--- config.mk ---
export PLATFORM = sky130hd
export DESIGN_NAME = shake_pad_feeder
export DESIGN_NICKNAME = d
export VERILOG_FILES = /design/src/rtl/shake_pad_feeder.sv
export SDC_FILE = /design/constraint.sdc
export NUM_CORES = 1
export LEC_CHECK = 0
export ABC_AREA = 1
export CORE_MARGIN = 8
export CORE_UTILIZATION = 32
export DETAILED_ROUTE_END_ITERATION = 6
export SLEW_MARGIN = 0
export SYNTH_ARGS = -nofsm -noshare
export SYNTH_HDL_FRONTEND = slang
export SYNTH_SLANG_ARGS = --single-unit
export TNS_END_PERCENT = 10
--- constraint.sdc ---
create_clock -name clk -period 2.9 [get_ports clk]
set_input_delay 0.58 -clock clk [delete_from_list [all_inputs] [get_ports clk]]
set_output_delay 0.58 -clock clk [all_outputs]
set_load 0.01 [all_outputs]
--- src/rtl/shake_pad_feeder.sv ---
// SHAKE pad feeder: message words in, padded words out to the rate-block SIPO; 1-cycle latency per word.
// Backpressure: in_ready drops while a block is pending or pad words are being generated, until block_ack.
module shake_pad_feeder #(
    parameter int WIDTH      = 64,
    parameter int RATE_WORDS = 21
) (
    input  logic                        clk,
    input  logic                        rst,
    input  logic                        in_valid,
    output logic                        in_ready,
    input  logic [WIDTH-1:0]            in_data,
    input  logic                        in_last,
    input  logic [$clog2(WIDTH/8):0]    in_bytes,
    output logic                        sipo_en,
    output logic [WIDTH-1:0]            sipo_data,
    output logic                        block_valid,
    output logic                        block_last,
    input  logic                        block_ack
);

    localparam int BYTES = WIDTH / 8;
    localparam int BW    = $clog2(BYTES) + 1;
    localparam int CW    = (RATE_WORDS > 1) ? $clog2(RATE_WORDS) : 1;

    typedef enum logic [1:0] {
        ABSORB,
        PAD,
        WAIT
    } state_t;

    state_t          state, state_n;
    logic [CW-1:0]   cnt, cnt_n;
    logic            pad_pending, pad_pending_n;
    logic            block_last_n;
    logic            emit;
    logic [WIDTH-1:0] word_n;
    logic [WIDTH-1:0] absorb_word;
    logic [WIDTH-1:0] pad_word;
    logic            blk_end;
    logic            partial;
    logic            ack_fire;

    assign blk_end  = (cnt == CW'(RATE_WORDS - 1));
    assign partial  = (in_bytes < BW'(BYTES));
    assign ack_fire = (state == WAIT) && block_valid && block_ack;
    assign in_ready = (state == ABSORB);

    // Padded versions of the incoming word and of a generated pad word.
    always_comb begin
        absorb_word = in_data;
        if (in_last && partial) begin
            for (int k = 0; k < BYTES; k++) begin
                if (BW'(k) == in_bytes) begin
                    absorb_word[8*k +: 8] = 8'h1F;
                end else if (BW'(k) > in_bytes) begin
                    absorb_word[8*k +: 8] = 8'h00;
                end
            end
            if (blk_end) begin
                absorb_word[WIDTH-1 -: 8] = absorb_word[WIDTH-1 -: 8] | 8'h80;
            end
        end
        pad_word = '0;
        if (pad_pending) begin
            pad_word[7:0] = 8'h1F;
        end
        if (blk_end) begin
            pad_word[WIDTH-1 -: 8] = pad_word[WIDTH-1 -: 8] | 8'h80;
        end
    end

    always_comb begin
        state_n       = state;
        cnt_n         = cnt;
        pad_pending_n = pad_pending;
        block_last_n  = block_last;
        emit          = 1'b0;
        word_n        = sipo_data;
        case (state)
            ABSORB: begin
                if (in_valid) begin
                    emit   = 1'b1;
                    word_n = absorb_word;
                    cnt_n  = blk_end ? '0 : cnt + CW'(1);
                    if (blk_end) begin
                        state_n       = WAIT;
                        block_last_n  = in_last && partial;
                        pad_pending_n = in_last && !partial;
                    end else if (in_last) begin
                        state_n       = PAD;
                        pad_pending_n = !partial;
                    end
                end
            end
            PAD: begin
                emit          = 1'b1;
                word_n        = pad_word;
                pad_pending_n = 1'b0;
                cnt_n         = blk_end ? '0 : cnt + CW'(1);
                if (blk_end) begin
                    state_n      = WAIT;
                    block_last_n = 1'b1;
                end
            end
            WAIT: begin
                if (ack_fire) begin
                    state_n      = pad_pending ? PAD : ABSORB;
                    block_last_n = 1'b0;
                end
            end
            default: begin
                state_n = ABSORB;
            end
        endcase
    end

    // block_valid rises one cycle after entering WAIT, once the SIPO has taken the final word.
    always_ff @(posedge clk or posedge rst) begin
        if (rst) begin
            state       <= ABSORB;
            cnt         <= '0;
            pad_pending <= 1'b0;
            sipo_en     <= 1'b0;
            sipo_data   <= '0;
            block_valid <= 1'b0;
            block_last  <= 1'b0;
        end else begin
            state       <= state_n;
            cnt         <= cnt_n;
            pad_pending <= pad_pending_n;
            sipo_en     <= emit;
            if (emit) begin
                sipo_data <= word_n;
            end
            block_valid <= (state == WAIT) && (state_n == WAIT);
            block_last  <= block_last_n;
        end
    end

endmodule

==> impl_metrics.json <==
{
  "ys_top_cells_by_count": "nand2_1 (149), dfrtp_1 (75), o21ai_0 (31), a21oi_1 (29), nand3_1 (28)",
  "synth_fp_nets": 486,
  "synth-adder-area-share": 0.0218,
  "critPathTopFamily": "buffers and inverters",
  "yosysSeqAreaShare": 0.544,
  "synth_most_common_cell": "nand2_1",
  "ant_nets": 0,
  "drt-total-wl_um": 11300,
  "clk_latency_ns": 0.34,
  "ys.flop_type": "dfrtp_1",
  "ys_async_sr_fraction": 1.00,
  "drv_slew": 0,
  "fin_crit_ns": 2.46,
  "hold_end": "sipo_data[50]",
  "regToRegStartpoint": "state[1]",
  "antennaDiodeCount": 0,
  "cp_num_cells": 3,
  "synth_xor_area_frac": 0,
  "worstSetupPathType": "flip-flop to output pin",
  "setup_viol": 0,
  "maxCapViolations": 0,
  "synth_largest_area_cell": "dfrtp_1",
  "die_w_um": 120,
  "synthDistinctLibCells": 25,
  "wl_per_cell_um": 16.3,
  "placed_cell_area_um2": 5040,
  "crit_chain": "inv_1, ha_1, clkdlybuf4s50_1",
  "end_kind": "output pin",
  "maxSlewHeadroom": 0.506,
  "grt_pass1_wl_um": 18300,
  "core_um2": 10700,
  "worstHoldPathCells": 1,
  "finalHoldViolations": 0,
  "timing.final.crit_share": 0.847,
  "p_per_area_nw_per_um2": 948,
  "r2r_cells": 7,
  "rsz0062_at_grt": "no",
  "cp_slowest_cell": "clkdlybuf4s50_1",
  "synth_top_area_share": 0.544,
  "drc_errors": 0,
  "skew_ns": 0.0132,
  "drive_gt1_frac": 0.0576,
  "ys_seq_elements": 75,
  "place_congestion": 0.797,
  "cts_buffers": 9,
  "ys_warn_count": 0,
  "cts_tree": "built",
  "fmax_mhz": 407,
  "min-delay-start": "sipo_data[50]",
  "vdd.ir_drop.worst_mv": 0.422,
  "min_path_type": "flip-flop to flip-flop",
  "firstDrtPassIters": 4,
  "path_max_fanout": 6,
  "rows": 38,
  "fin_area_um2": 5250,
  "synth_top_family_by_area": "simple AND/OR/NAND/NOR gates",
  "postCtsSetupRepairBufs": 0,
  "synth_edf_count": 0,
  "r2r_end": "sipo_data[51]",
  "postSynthCellCount": 407,
  "hpwlAfterDp_um": 8550,
  "cts_hold_buf": 0,
  "clkTransAtPathRegs_ns": 0.09,
  "cts_resized": 0,
  "r2r_slack_ns": 0.58,
  "critPathMaxStageDelay_ns": 0.61,
  "worst_pin_slew_ns": 0.740,
  "required_ns": 2.32,
  "synth_area_um2": 3450,
  "grt_overflow_total": 0,
  "synth_simple_gate_area_frac": 0.235,
  "leakagePower_nw": 2.55,
  "finalSetupTns_ns": 0,
  "hold_ws_ns": 0.481,
  "drt_iter0_drc": 275,
  "grt_usage": 0.159,
  "grt_max_degree": 42,
  "io_pins": 141,
  "syn_to_final_growth_pct": 52.2,
  "muxShareOfSynthArea": 0,
  "port_buffers": 140,
  "dieArea_um2": 14400,
  "antenna_found_initial": 0,
  "clock_sinks": 75,
  "startpoint_type": "flip-flop",
  "ys_top_cells_by_area": "dfrtp_1 (54%), nand2_1 (16%), o21ai_0 (4.5%)",
  "via_count": 3324,
  "final_nets": 630,
  "avgSynthCellArea_um2": 8.48,
  "clockBufferDepth": 2,
  "cts_root_buf": "clkbuf_8",
  "start_util": 0.323,
  "status": "completed",
  "die_height_um": 120,
  "path_buf_inv": 2,
  "cts_max_level": 3,
  "crit_arrival_ns": 1.88,
  "via_per_inst": 4.78,
  "grt_pass1_vias": 3550,
  "synth_compound_area_frac": 0.160
}
sequential cells by signal, summed over array words and instances (netlist names):
name and count:
state 2, pad_pending 1, block_valid 1, cnt 5
sipo_en 1, block_last 1, sipo_data 64
metal layers:
layer	track usage	routed length (µm)	vias up
li1	-	-	1639
met1	0.196	4920	1567
met2	0.263	5460	107
met3	0.0479	803	11
met4	0.0507	127	0
met5	0	0	-
report_power, final:
part / internal (mW) / leakage (nW) / total (mW) / switching (mW)
sequential: 1.48 / 0.967 / 1.74 / 0.263
clock: 0.446 / 0.0978 / 0.854 / 0.408
combinational: 1.16 / 1.48 / 2.39 / 1.22
placed cells by master (no fill, tap or decap):
cell type        count
nand2_1            149
o21ai_4              1
a21o_1              15
clkinvlp_4           3
clkdlybuf4s50_1    140
a21oi_2              1
nor3_1               1
a31oi_1              1
o22ai_1              1
nor2_2               1
bufinv_16            1
inv_1               16
clkinv_2             1
inv_2                2
o211ai_1             8
dfrtp_1             75
nor2_4               1
o21ai_1              1
a21boi_0             1
buf_4                7
nand3_1             28
nand2_2              1
buf_12               1
clkbuf_8            11
clkinv_4             1
a21oi_1             29
o21ai_0             31
nor2_1              14
nand4_1              5
a32o_1               3
ha_1                 6
metrics by stage:
stage / utilization / instances / worst slack, ns / total power [mW]
2_1_floorplan: - / 407 / 0.410 / 2.92
3_5_place_dp: 0.471 / 680 / 0.423 / 4.18
6_report: 0.491 / 696 / 0.445 / 4.98
5_1_grt: 0.491 / 696 / 0.364 / 5.36
3_3_place_gp: 0.471 / 680 / 0.440 / 4.14
4_1_cts: 0.491 / 696 / 0.439 / 5.06
cells by family (layout without fill, tap and decap cells):
logic type,Yosys count,after routing
flip-flops,75,75
AO/OA/AOI/OAI,92,92
AND/OR/NAND/NOR,200,200
adder cells (fa/ha/maj),6,6
buffers and inverters,34,183
worst register-to-register path: stages, from the launching register on:
cell     delay, ns
dfrtp_1       0.45
inv_1         0.13
ha_1          0.35
nand2_1       0.22
o21ai_4       0.24
inv_2         0.33
buf_12        0.29
a21o_1        0.20
cell type report:
| class | instances | area, µm² |
|---|---|---|
| clock buffers | 11 | 151 |
| well taps | 140 | 175 |
| flip-flops and latches | 75 | 1880 |
| fillers | 1047 | 5450 |
| clock inverters | 5 | 61.3 |
| multi-input cells | 298 | 1440 |
| repair buffers | 148 | 1470 |
| inverters | 19 | 72.6 |
worst max path at each step:
stage,start,slack [ns],endpoint
5_1_grt,state[1],0.36,in_ready
6_report,state[1],0.44,in_ready
2_1_floorplan,rst,0.41,block_last
4_1_cts,state[1],0.44,in_ready
3_3_place_gp,in_valid,0.44,sipo_data[49]
3_5_place_dp,in_bytes[3],0.42,sipo_data[3]
(Power assumes the default switching activity.)
